$ cat src/rtl/seq_arb_pkg.sv
// Shared types and channel constants for the sequence-detector event arbiter.
package seq_arb_pkg;

  localparam int unsigned NUM_CH = 3;

  localparam logic [1:0] CH_W = 2'd0;
  localparam logic [1:0] CH_X = 2'd1;
  localparam logic [1:0] CH_Y = 2'd2;

  typedef enum logic {
    IDLE,
    OFFER
  } arb_state_e;

endpackage

$ cat src/rtl/rr_pick3.sv
// Combinational three-way round-robin picker: search starts one past last_grant, wrapping 2->0.
module rr_pick3
  import seq_arb_pkg::*;
(
  input  logic [NUM_CH-1:0] pending,
  input  logic [1:0]        last_grant,
  output logic [1:0]        winner,
  output logic              any_valid
);

  logic [1:0] first, second, third;

  always_comb begin
    first  = CH_W;
    second = CH_X;
    third  = CH_Y;
    unique case (last_grant)
      CH_W: begin
        first  = CH_X;
        second = CH_Y;
        third  = CH_W;
      end
      CH_X: begin
        first  = CH_Y;
        second = CH_W;
        third  = CH_X;
      end
      default: begin
        first  = CH_W;
        second = CH_X;
        third  = CH_Y;
      end
    endcase
  end

  always_comb begin
    winner    = third;
    any_valid = |pending;
    if (pending[first]) begin
      winner = first;
    end else if (pending[second]) begin
      winner = second;
    end
  end

endmodule

$ cat src/rtl/seq_event_arbiter.sv
// Collects single-cycle hits from three sequence detectors and offers them one at a time
// to a ready/valid consumer in round-robin order, flagging hits lost to overrun.
module seq_event_arbiter
  import seq_arb_pkg::*;
#(
  parameter int unsigned CNT_W = 8
) (
  input  logic              clk,
  input  logic              reset,
  input  logic              hit_w,
  input  logic              hit_x,
  input  logic              hit_y,
  input  logic [2:0]        en,
  input  logic              evt_ready,
  input  logic              clr_drop,
  output logic              evt_valid,
  output logic [1:0]        evt_id,
  output logic [CNT_W-1:0]  evt_count,
  output logic [2:0]        drop_flag
);

  arb_state_e        state_q, state_d;
  logic [2:0]        pending_q, pending_d;
  logic [1:0]        evt_id_q, evt_id_d;
  logic [1:0]        last_grant_q, last_grant_d;
  logic [CNT_W-1:0]  count_q, count_d;
  logic [2:0]        drop_q, drop_d;

  logic [2:0]        hit_vec;
  logic [2:0]        grant_vec;
  logic [2:0]        drop_evt;
  logic [1:0]        winner;
  logic              any_valid;

  assign hit_vec = {hit_y, hit_x, hit_w} & en;

  rr_pick3 u_rr_pick3 (
    .pending    (pending_q),
    .last_grant (last_grant_q),
    .winner     (winner),
    .any_valid  (any_valid)
  );

  always_comb begin
    state_d      = state_q;
    evt_id_d     = evt_id_q;
    last_grant_d = last_grant_q;
    count_d      = count_q;
    grant_vec    = 3'b000;
    unique case (state_q)
      IDLE: begin
        if (any_valid) begin
          state_d   = OFFER;
          evt_id_d  = winner;
          grant_vec = 3'b001 << winner;
        end
      end
      OFFER: begin
        if (evt_ready) begin
          state_d      = IDLE;
          last_grant_d = evt_id_q;
          count_d      = count_q + CNT_W'(1);
        end
      end
      default: state_d = IDLE;
    endcase

    // A hit landing on the bit being granted re-arms it instead of counting as overrun.
    drop_evt  = hit_vec & pending_q & ~grant_vec;
    pending_d = (pending_q & ~grant_vec) | hit_vec;
    drop_d    = (clr_drop ? 3'b000 : drop_q) | drop_evt;
  end

  always_ff @(posedge clk or posedge reset) begin
    if (reset) begin
      state_q      <= IDLE;
      pending_q    <= 3'b000;
      evt_id_q     <= CH_W;
      last_grant_q <= CH_Y;
      count_q      <= '0;
      drop_q       <= 3'b000;
    end else begin
      state_q      <= state_d;
      pending_q    <= pending_d;
      evt_id_q     <= evt_id_d;
      last_grant_q <= last_grant_d;
      count_q      <= count_d;
      drop_q       <= drop_d;
    end
  end

  assign evt_valid = (state_q == OFFER);
  assign evt_id    = evt_id_q;
  assign evt_count = count_q;
  assign drop_flag = drop_q;

endmodule

$ cat config.mk
export PLATFORM = sky130hd
export DESIGN_NAME = seq_event_arbiter
export DESIGN_NICKNAME = d
export VERILOG_FILES = /design/src/rtl/seq_arb_pkg.sv /design/src/rtl/rr_pick3.sv /design/src/rtl/seq_event_arbiter.sv
export SDC_FILE = /design/constraint.sdc
export NUM_CORES = 1
export LEC_CHECK = 0
export ABC_AREA = 0
export BUFFER_PORTS_ARGS = -buffer_cell sky130_fd_sc_hd__buf_2
export CAP_MARGIN = 20
export CORE_UTILIZATION = 53
export CTS_CLUSTER_DIAMETER = 40
export DETAILED_ROUTE_END_ITERATION = 6
export GPL_TIMING_DRIVEN = 0
export PLACE_DENSITY = 0.8
export SYNTH_ARGS = -nofsm -noshare
export SYNTH_HDL_FRONTEND = slang
export SYNTH_SLANG_ARGS = --single-unit
export TNS_END_PERCENT = 100
$ cat constraint.sdc
create_clock -name clk -period 2.65 [get_ports clk]
set_clock_uncertainty 0.15 [all_clocks]
set_input_delay 0.1325 -clock clk [delete_from_list [all_inputs] [get_ports clk]]
set_output_delay 0.1325 -clock clk [all_outputs]
set_load 0.005 [all_outputs]
==> results.yml, run 1 <==
status:
  outcome: "complete, but fails checks"
  failed_checks: "DRC"
timing:
  rsz0062_at_grt: "false"
  finalSetupViolCount: 0
  max_freq_mhz: 689.1
  max_slew_margin: 0.5407
  maxSlewViolCount: 0
  holdWs_ps: 327.4
  period_share: 0.5476
  worstMarginPinSlew_ps: 688.2
  min_period_ps: 1451
  finalHoldViolations: 0
  finalSetupTns_ps: 0
critical_path:
  r2r-end: "drop_flag[1]"
  r2r_start: "last_grant_q[1]"
  startpoint: "en[0]"
  crit_required_ps: 2670
  cp_max_fo: 2
  arrival_ps: 1470
  rrSetupSlack_ps: 1250
  cp-end-kind: "register"
  crit_path_start_kind: "primary input"
  r2r_cells: 4
  critical_path_class: "primary input to register"
  cp-endpoint: "drop_flag[0]"
synth:
  synthCells: 77
  yosysMostFrequentCell: "dfrtp_1"
  synthesis.area_um2: 857.1
  ys_seq_area_frac: 0.5562
  synthArstFlopShare: 1.000
  yosys-top-cells-count: "dfrtp_1, nand2_1, inv_1, a21oi_1"
  synth.distinct_cells: 26
  synth_seq_cells: 19
  synth_fp_nets: 88
  synth_ff_type: "dfrtp_1"
  synth_area_per_cell_um2: 11.13
  synth_area_leaders: "dfrtp_1, nand2_1, xnor2_1"
  synth_top_area_cell: "dfrtp_1"
  synth-edff-count: 0
  yosysWarnings: 0
  synth_top_area_frac: 0.5255
die:
  start_util: 0.5689
  fp.dieH_um: 42.22
  die_x_um: 42.22
  boundaryPins: 24
  die_area_mm2: 0.001782
  rows: 14
  coreArea_mm2: 0.001506
routing:
  dr.pass1.iters: 6
  wirelength_um: 1515
  drc: 1
  drt_iter0_drc: 13
  detail_route.vias_per_cell: 5.264
  ant_nets: 0
  wl_per_cell_um: 11.74
  via_count: 679
clocking:
  clkTransAtPathRegs_ps: 100
  cts-buffers-inserted: 3
  root_buffer: "clkbuf_4"
  postCtsSetupBuffers: 0
  htreeDepth: 1
  insertion_delay_ps: 280
  cts.repair.resized: 0
  cts_tree: "built"
  ctsLongestPathBuffers: 2
  cts_sinks: 19
  ctsHoldBuffers: 9
global_route:
  grt_antenna_before_repair: 0
  first_global_vias: 700
  grt_max_degree: 20
  grt_pass1_wl_um: 2746
  overflow: 0
  track_usage: 0.2035
finish:
  fin_util: 0.7359
  layout.nets: 125
  syn_to_final_growth_pct: 29.34
  fillers: 117
  stdcell_area_mm2: 0.001109
  diodes: 0
  fin_cells: 129
  drive_gt1_frac: 0.3009
place:
  dp_cells: 116
  placed_area_um2: 992.2
  portBuffers: 23
  gp_congestion: 0.7883
  dp_hpwl_um: 1077
run:
  cap_violations: 0
pwr:
  ir_drop_uv: 530.1
  clockPowerShare: 0.133
  intPower_uw: 674.1
  p_leak_uw: 0.0005418
  swShare: 0.3611
  netSwitchingPower_uw: 381.0
  power-per-cell-area_mw_per_mm2: 951.8
  combPwrFrac: 0.364
  pwr-share-seq: 0.503
worst_hold_path:
  hp-class: "primary input to async pin"
cell usage in the layout (no fill, tap or decap):
| cell type | instances |
|---|---|
| ha_1 | 1 |
| o32a_1 | 1 |
| mux2_2 | 3 |
| buf_2 | 23 |
| a21oi_1 | 5 |
| nor3_4 | 1 |
| clkbuf_4 | 3 |
| o22ai_1 | 3 |
| nand3_2 | 1 |
| dfstp_2 | 1 |
| nor3_1 | 1 |
| nand2_1 | 11 |
| nor2b_1 | 2 |
| buf_6 | 1 |
| xor2_1 | 3 |
| xnor2_1 | 4 |
| o21a_1 | 1 |
| mux2i_1 | 1 |
| a2bb2oi_1 | 1 |
| o22a_1 | 1 |
| dfrtp_1 | 18 |
| dlygate4sd3_1 | 9 |
| nand3_4 | 1 |
| o21ai_1 | 1 |
| inv_1 | 6 |
| clkbuf_1 | 1 |
| nor3b_1 | 1 |
| nand3_1 | 2 |
| nor2_1 | 4 |
| o21ai_0 | 2 |
metrics by stage:
stage	worst slack [ps]	total power, uW
after floorplan	1366	773.7
after global placement	1278	889.7
after detailed placement	1270	910.2
after CTS	1207	1065
after global routing	1122	1143
final	1199	1055
power by group through the flow:
stage | Sequential (uW) | Clock [uW] | Combinational [uW]
floorplan | 524 | 0 | 249
global placement | 530 | 0 | 360
detailed placement | 537 | 0 | 374
CTS | 532 | 144 | 389
global route | 555 | 154 | 434
finish | 531 | 141 | 384
metal layers:
layer,GRT usage,wire [um],up-vias
li1,-,-,334
met1,0.2529,658,318
met2,0.3508,767,25
met3,0.03879,76,2
met4,0.07500,13,0
met5,0,0,-
registers in the layout, indices dropped and copies added (netlist names):
signal and cells:
evt_count 8, evt_valid 1, pending_q 3, evt_id 2, last_grant_q 2, drop_flag 3
final cells by class:
| class | count | area [um^2] | share of cell area |
|---|---|---|---|
| clock buffer | 4 | 26.28 | 0.02370 |
| inverter | 6 | 22.52 | 0.02032 |
| buffer | 1 | 11.26 | 0.01016 |
| tap | 16 | 20.02 | 0.01806 |
| multi-input combinational | 51 | 346.6 | 0.3126 |
| sequential | 19 | 476.7 | 0.4300 |
| timing repair buffer | 32 | 205.2 | 0.1851 |
critical path, stage by stage:
cell and delay (ps):
dlygate4sd3_1 530, buf_2 120, nand2_1 40, dlygate4sd3_1 570
o22ai_1 80
cells by family (layout without fill, tap and decap cells):
logic type / Yosys count / count (layout) / synth area share
simple gates: 24 / 24 / 0.1577
flops: 19 / 19 / 0.5562
fa+ha+maj: 1 / 1 / 0.01460
buf+inv: 7 / 43 / 0.03941
xor+xnor: 7 / 7 / 0.07153
compound gates: 15 / 15 / 0.1095
mux: 4 / 4 / 0.05109
worst min path at each step:
| stage | cells after the start | end | start |
|---|---|---|---|
| after floorplan | 1 | drop_flag[0] | reset |
| after global placement | 2 | evt_count[7] | reset |
| after detailed placement | 2 | evt_count[7] | reset |
| after CTS | 1 | evt_count[7] | evt_count[7] |
| after global routing | 1 | evt_count[7] | evt_count[7] |
| final | 3 | evt_count[7] | reset |
No activity file was read; power rests on OpenSTA's default activity.
==> run 2, diff against run 1 <==
ABC_AREA = 1   (was 0)
CORE_UTILIZATION = 49   (was 53)
PLACE_DENSITY = 0.75   (was 0.8)
clock period = 1.36 ns   (was 2.65 ns; I/O delays follow)
==> run 2 against run 1 <==
The flow finishes with violations (setup timing). Area after synthesis up 1.2%. Worst hold slack worse by 310 ps. Sequential share of layout area down 4.0 points. Power up 120%. Sequential power up 92%. Final cell count up 22%. Flip-flop and latch count unchanged. Setup slack worse by 1300 ps. Register-to-register slack worse by 1400 ps. Die area up 9.0%. Critical endpoint unchanged.
==> results.yml, run 2 <==
status:
  failed_checks: "setup timing"
  outcome: "complete, but fails checks"
finish:
  layout_commonest_cell: "nand2_1"
  layout.nets: 154
  multi_input_area_um2: 385.4
  diodes: 0
  layout_common_cells: "nand2_1, buf_2, dfrtp_1"
  fin_cells: 158
  fillers: 93
  register_area_um2: 476.7
  syn_to_final_growth_pct: 41.13
  largest_reg_flops: 8
  drive_gt1_frac: 0.3662
synth:
  synthXorXnorAreaFrac: 0.07071
  yosysMostFrequentCell: "nand2_1"
  synth_top_area_cell: "dfrtp_1"
  synth_fa_ha_area_frac: 0.01443
  synth_top_area_frac: 0.5195
  ys_seq_area_frac: 0.5498
  synth-edff-count: 0
  synth_seq_cells: 19
  synth_area_leaders: "dfrtp_1, nand2_1, inv_1"
  synth_area_per_cell_um2: 8.758
  yosysWarnings: 0
  synthCells: 99
  synthSimpleGateAreaFrac: 0.2367
  synth_compound_area_frac: 0.05483
  synthArstFlopShare: 1.000
  synth_top_family_by_area: "simple AND/OR/NAND/NOR gates"
  synth_ff_type: "dfrtp_1"
  synth_fp_nets: 110
  synthMuxAreaShare: 0.01299
  yosys-top-cells-count: "nand2_1, dfrtp_1, inv_1, nor2_1"
  synth.distinct_cells: 16
  synthesis.area_um2: 867.1
place:
  pre_cts_slack_ps: -93.14
  dp_hpwl_um: 1217
  gp_congestion: 0.8305
  dp_cells: 138
  portBuffers: 23
critical_path:
  crit_required_ps: 1400
  r2r_cells: 8
  slowest_delay_ps: 580
  cp_max_fo: 4
  crit_path_start_kind: "register"
  path_common_cell: "nand2_1"
  crit_family: "flip-flops"
  critical_path_class: "register to register"
  arrival_ps: 1510
  r2r-end: "drop_flag[0]"
  rrSetupSlack_ps: -100
  crit_slowest_cell: "dfstp_2"
  cp-end-kind: "register"
  cp_cell_sequence: "buf_6 -> nand2_4 -> inv_2 -> a21oi_2 -> nand2_1 -> nand2_2 -> o21ai_1 -> nand2_1"
  r2r_start: "last_grant_q[1]"
  path_buf_inv: 2
routing:
  drc: 0
  wirelength_um: 2030
  drt_iter0_drc: 27
  detail_route.vias_per_cell: 5.095
  dr.pass1.iters: 6
  wl_per_cell_um: 12.85
  ant_nets: 0
  via_count: 805
global_route:
  first_global_vias: 758
  overflow: 0
  grt_pass1_wl_um: 3291
  grt_antenna_before_repair: 0
  track_usage: 0.2303
  grt_max_degree: 20
pwr:
  power-per-cell-area_mw_per_mm2: 1908
  p_leak_uw: 0.0006741
  intPower_uw: 1366
  netSwitchingPower_uw: 968.2
  swShare: 0.4147
  clockPowerShare: 0.124
  ir_drop_uv: 1017
  power.total_uw: 2335
  combPwrFrac: 0.441
  pwr-share-seq: 0.436
die:
  die_area_mm2: 0.001942
  coreArea_mm2: 0.001577
  start_util: 0.5500
  rows: 14
  fp.dieH_um: 44.07
  boundaryPins: 24
  die_x_um: 44.07
timing:
  worstMarginPinSlew_ps: 697.0
  max_freq_mhz: 683.2
  finalSetupViolCount: 8
  period_share: 1.076
  maxSlewViolCount: 0
  rsz0062_at_grt: "true"
  post-route-worst-setup-slack_ps: -103.6
  finalHoldViolations: 0
  min_period_ps: 1464
  max_slew_margin: 0.5348
  finalSetupTns_ps: -518.2
worst_hold_path:
  hp-class: "primary input to register"
  whs_endpoint: "last_grant_q[1]"
  hold_depth: 4
  min_from: "evt_ready"
clocking:
  insertion_delay_ps: 290
  ctsLongestPathBuffers: 2
  cts-buffers-inserted: 3
  clkTransAtPathRegs_ps: 110
  htreeDepth: 1
  cts_tree: "built"
  root_buffer: "clkbuf_4"
  cts_sinks: 19
run:
  cap_violations: 0
[run 2: power groups by stage]
stage	Combinational, uW	Sequential, uW	Clock (uW)
global placement	739	988	0
global route	1150	1050	310
detailed placement	784	1000	0
finish	1030	1020	289
CTS	943	1000	287
floorplan	492	992	0
[run 2: layer usage]
metal / global-route usage / vias up / part of all wire
li1: - / 395 / -
met2: 0.4118 / 30 / 0.48
met3: 0.03673 / 4 / 0.059
met1: 0.2892 / 376 / 0.45
met4: 0.06061 / 0 / 0.016
met5: 0 / - / 0
[run 2: cells by family after synthesis]
group / after synthesis
xor+xnor: 7
buf+inv: 14
compound gates: 9
flops: 19
mux: 1
fa+ha+maj: 1
simple gates: 48
[run 2: area by class of cell]
cell class | instances | area share
repair buffers | 39 | 0.2137
inverters | 14 | 0.04294
clock buffers | 3 | 0.01840
multi-input cells | 66 | 0.3149
clock inverters | 1 | 0.004090
well taps | 16 | 0.01636
flip-flops and latches | 19 | 0.3896
[run 2: repair_timing]
action,CTS,global route
cloned,0,0
setup endpoints to repair,8,10
hold buffers,9,0
endpoints found under the hold margin,25,0
buffers inserted,4,3
resized for setup,13,7
pin swaps,6,3
[run 2: worst reg2reg max path: stages (launching register included)]
cell and delay, ps:
dfstp_2 580, buf_6 130, nand2_4 50, inv_2 50, a21oi_2 30, nand2_1 80
nand2_2 80, o21ai_1 150, nand2_1 60
[run 2: worst max path at each step]
stage,slack (ps),depth (start not counted),endpoint,from
after floorplan,70,7,drop_flag[2],last_grant_q[1]
final,-100,8,drop_flag[0],last_grant_q[1]
after global placement,-70,5,drop_flag[0],pending_q[0]
after CTS,-40,8,drop_flag[2],last_grant_q[0]
after global routing,-150,8,drop_flag[0],last_grant_q[1]
after detailed placement,-90,7,drop_flag[2],last_grant_q[1]
[run 2: metrics by stage]
stage,hold WS (ps),area (um^2),utilization
finish,18.99,1224,0.7762
global route,54.64,1224,0.7762
CTS,19.22,1184,0.7508
detailed placement,60.30,1002,0.6357
global placement,59.59,1002,0.6357
floorplan,-131.6,867.1,-
==> run 3, diff against run 2 <==
SKIP_CTS_REPAIR_TIMING = 1   (was default)
==> run 3 against run 2 <==
The flow still finishes with violations (setup timing). Sequential share of layout area increased by 0.63 points. Clock power up 1%. Combinational power shrank 8%. Highest routed layer unchanged. Power is 2.5% lower. Non-clock buffer count shrank 2. Global-route usage shrank 2.7 points. First-iteration DRC count rose by 120%. Critical path type unchanged. Worst hold slack improved by 240 ps. Cell area decreased by 0.82%. Setup slack better by 24 ps. Critical path depth fell by 1. Final cell count shrank 1.3%.
==> results.yml, run 3 (synthesis results as in run 2) <==
critical_path:
  critical_path_class: "register to register"
  crit_required_ps: 1410
  arrival_ps: 1490
  crit_path_start_kind: "register"
  cp-end-kind: "register"
  cp_max_fo: 5
place:
  gp_congestion: 0.8305
  dp_cells: 138
  portBuffers: 23
  dp_hpwl_um: 1217
die:
  fp.dieH_um: 44.07
  rows: 14
  start_util: 0.5500
  coreArea_mm2: 0.001577
  die_area_mm2: 0.001942
  boundaryPins: 24
  die_x_um: 44.07
pwr:
  power-per-cell-area_mw_per_mm2: 1876
  swShare: 0.4141
  p_leak_uw: 0.0006620
  clockPowerShare: 0.129
  intPower_uw: 1334
  ir_drop_uv: 1038
  netSwitchingPower_uw: 943.0
  pwr-share-seq: 0.453
  combPwrFrac: 0.418
timing:
  max_freq_mhz: 694.8
  post-route-worst-setup-slack_ps: -79.23
  min_period_ps: 1439
  finalSetupTns_ps: -351.6
  finalHoldViolations: 0
  finalSetupViolCount: 7
  maxSlewViolCount: 0
  period_share: 1.058
  rsz0062_at_grt: "true"
  max_slew_margin: 0.5407
  worstMarginPinSlew_ps: 688.1
clocking:
  cts-buffers-inserted: 3
  insertion_delay_ps: 300
  cts_sinks: 19
  clkTransAtPathRegs_ps: 110
  root_buffer: "clkbuf_4"
  htreeDepth: 1
  ctsLongestPathBuffers: 2
  cts_tree: "built"
finish:
  layout_common_cells: "nand2_1, buf_2, dfrtp_1"
  drive_gt1_frac: 0.3357
  layout_commonest_cell: "nand2_1"
  diodes: 0
  fin_cells: 156
  layout.nets: 152
  largest_reg_flops: 8
  syn_to_final_growth_pct: 39.97
routing:
  drt_iter0_drc: 59
  wl_met3_um: 108
  drc: 0
  detail_route.vias_per_cell: 5.154
  dr.pass1.iters: 6
  wirelength_um: 1924
  highest_layer: "met4"
  via_count: 804
  wl_met1_um: 856
  ant_nets: 0
  route.met2.wl_um: 900
  wl_per_cell_um: 12.33
global_route:
  grt_pass1_wl_um: 2911
  grt_antenna_before_repair: 0
  track_usage: 0.2035
  first_global_vias: 688
  overflow: 0
  grt_max_degree: 20
status:
  outcome: "complete, but fails checks"
  failed_checks: "setup timing"
worst_hold_path:
  hp-class: "primary input to async pin"
run:
  cap_violations: 0
[run 3: cell count changes in the layout (fill, tap and decap cells not counted), moves of 2 or more]
cell and change:
buf_4 -2, dfrtp_2 +3, nand2_2 -4, o21ai_0 +3
dfrtp_1 -3, o21ai_1 -3, nand2_1 +4
[run 3: final cells by class]
| type | count | area (um^2) |
|---|---|---|
| inverter | 14 | 52.55 |
| tap | 16 | 20.02 |
| clock buffer | 3 | 22.52 |
| timing repair buffer | 37 | 245.2 |
| clock inverter | 1 | 5.005 |
| sequential | 19 | 480.5 |
| multi-input combinational | 66 | 387.9 |
| fill | 97 | 362.8 |
[run 3: power by group through the flow]
stage	Clock (uW)	Sequential, uW	Combinational [uW]
after floorplan	0	992	492
after global placement	0	988	739
after detailed placement	0	1000	784
after CTS	287	993	790
after global routing	312	1060	1070
final	293	1030	952
[run 3: critical path, cell delays in order, from the launching register on]
cell and delay (ps):
dfstp_2 610, nand2_1 80, inv_1 70, a21oi_2 40
nand2_1 70, nand2_2 70, o21ai_0 160, nand2_1 80
[run 3: metrics by stage]
step                utilization  hold WS, ps  cell area (um^2)  setup WS (ps)  power [uW]
detailed placement       0.6357        60.30              1002         -93.14        1786
CTS                      0.6532       -259.6              1030         -124.1        2070
finish                   0.7698        260.2              1214         -79.23        2277
floorplan                     -       -131.6             867.1          70.37        1484
global placement         0.6357        59.59              1002         -73.25        1727
global route             0.7698        339.9              1214         -163.0        2444
[run 3: final timing paths]
kind / from / end / slack, ps / cells past startpoint
hold / removal: reset / drop_flag[2] / 260 / 3
setup reg to reg: last_grant_q[1] / pending_q[0] / -80 / 7
setup / recovery: last_grant_q[1] / pending_q[0] / -80 / 7
max in group asynchronous: reset / evt_valid / 320 / 3
min in group clk: evt_count[7] / evt_count[7] / 330 / 1
hold reg to reg: evt_count[7] / evt_count[7] / 330 / 1
[run 3: routing by layer]
| layer | up-vias | GRT usage |
|---|---|---|
| met5 | - | 0 |
| met4 | 0 | 0.06667 |
| met3 | 14 | 0.04082 |
| met2 | 39 | 0.3441 |
| met1 | 361 | 0.2622 |
| li1 | 390 | - |
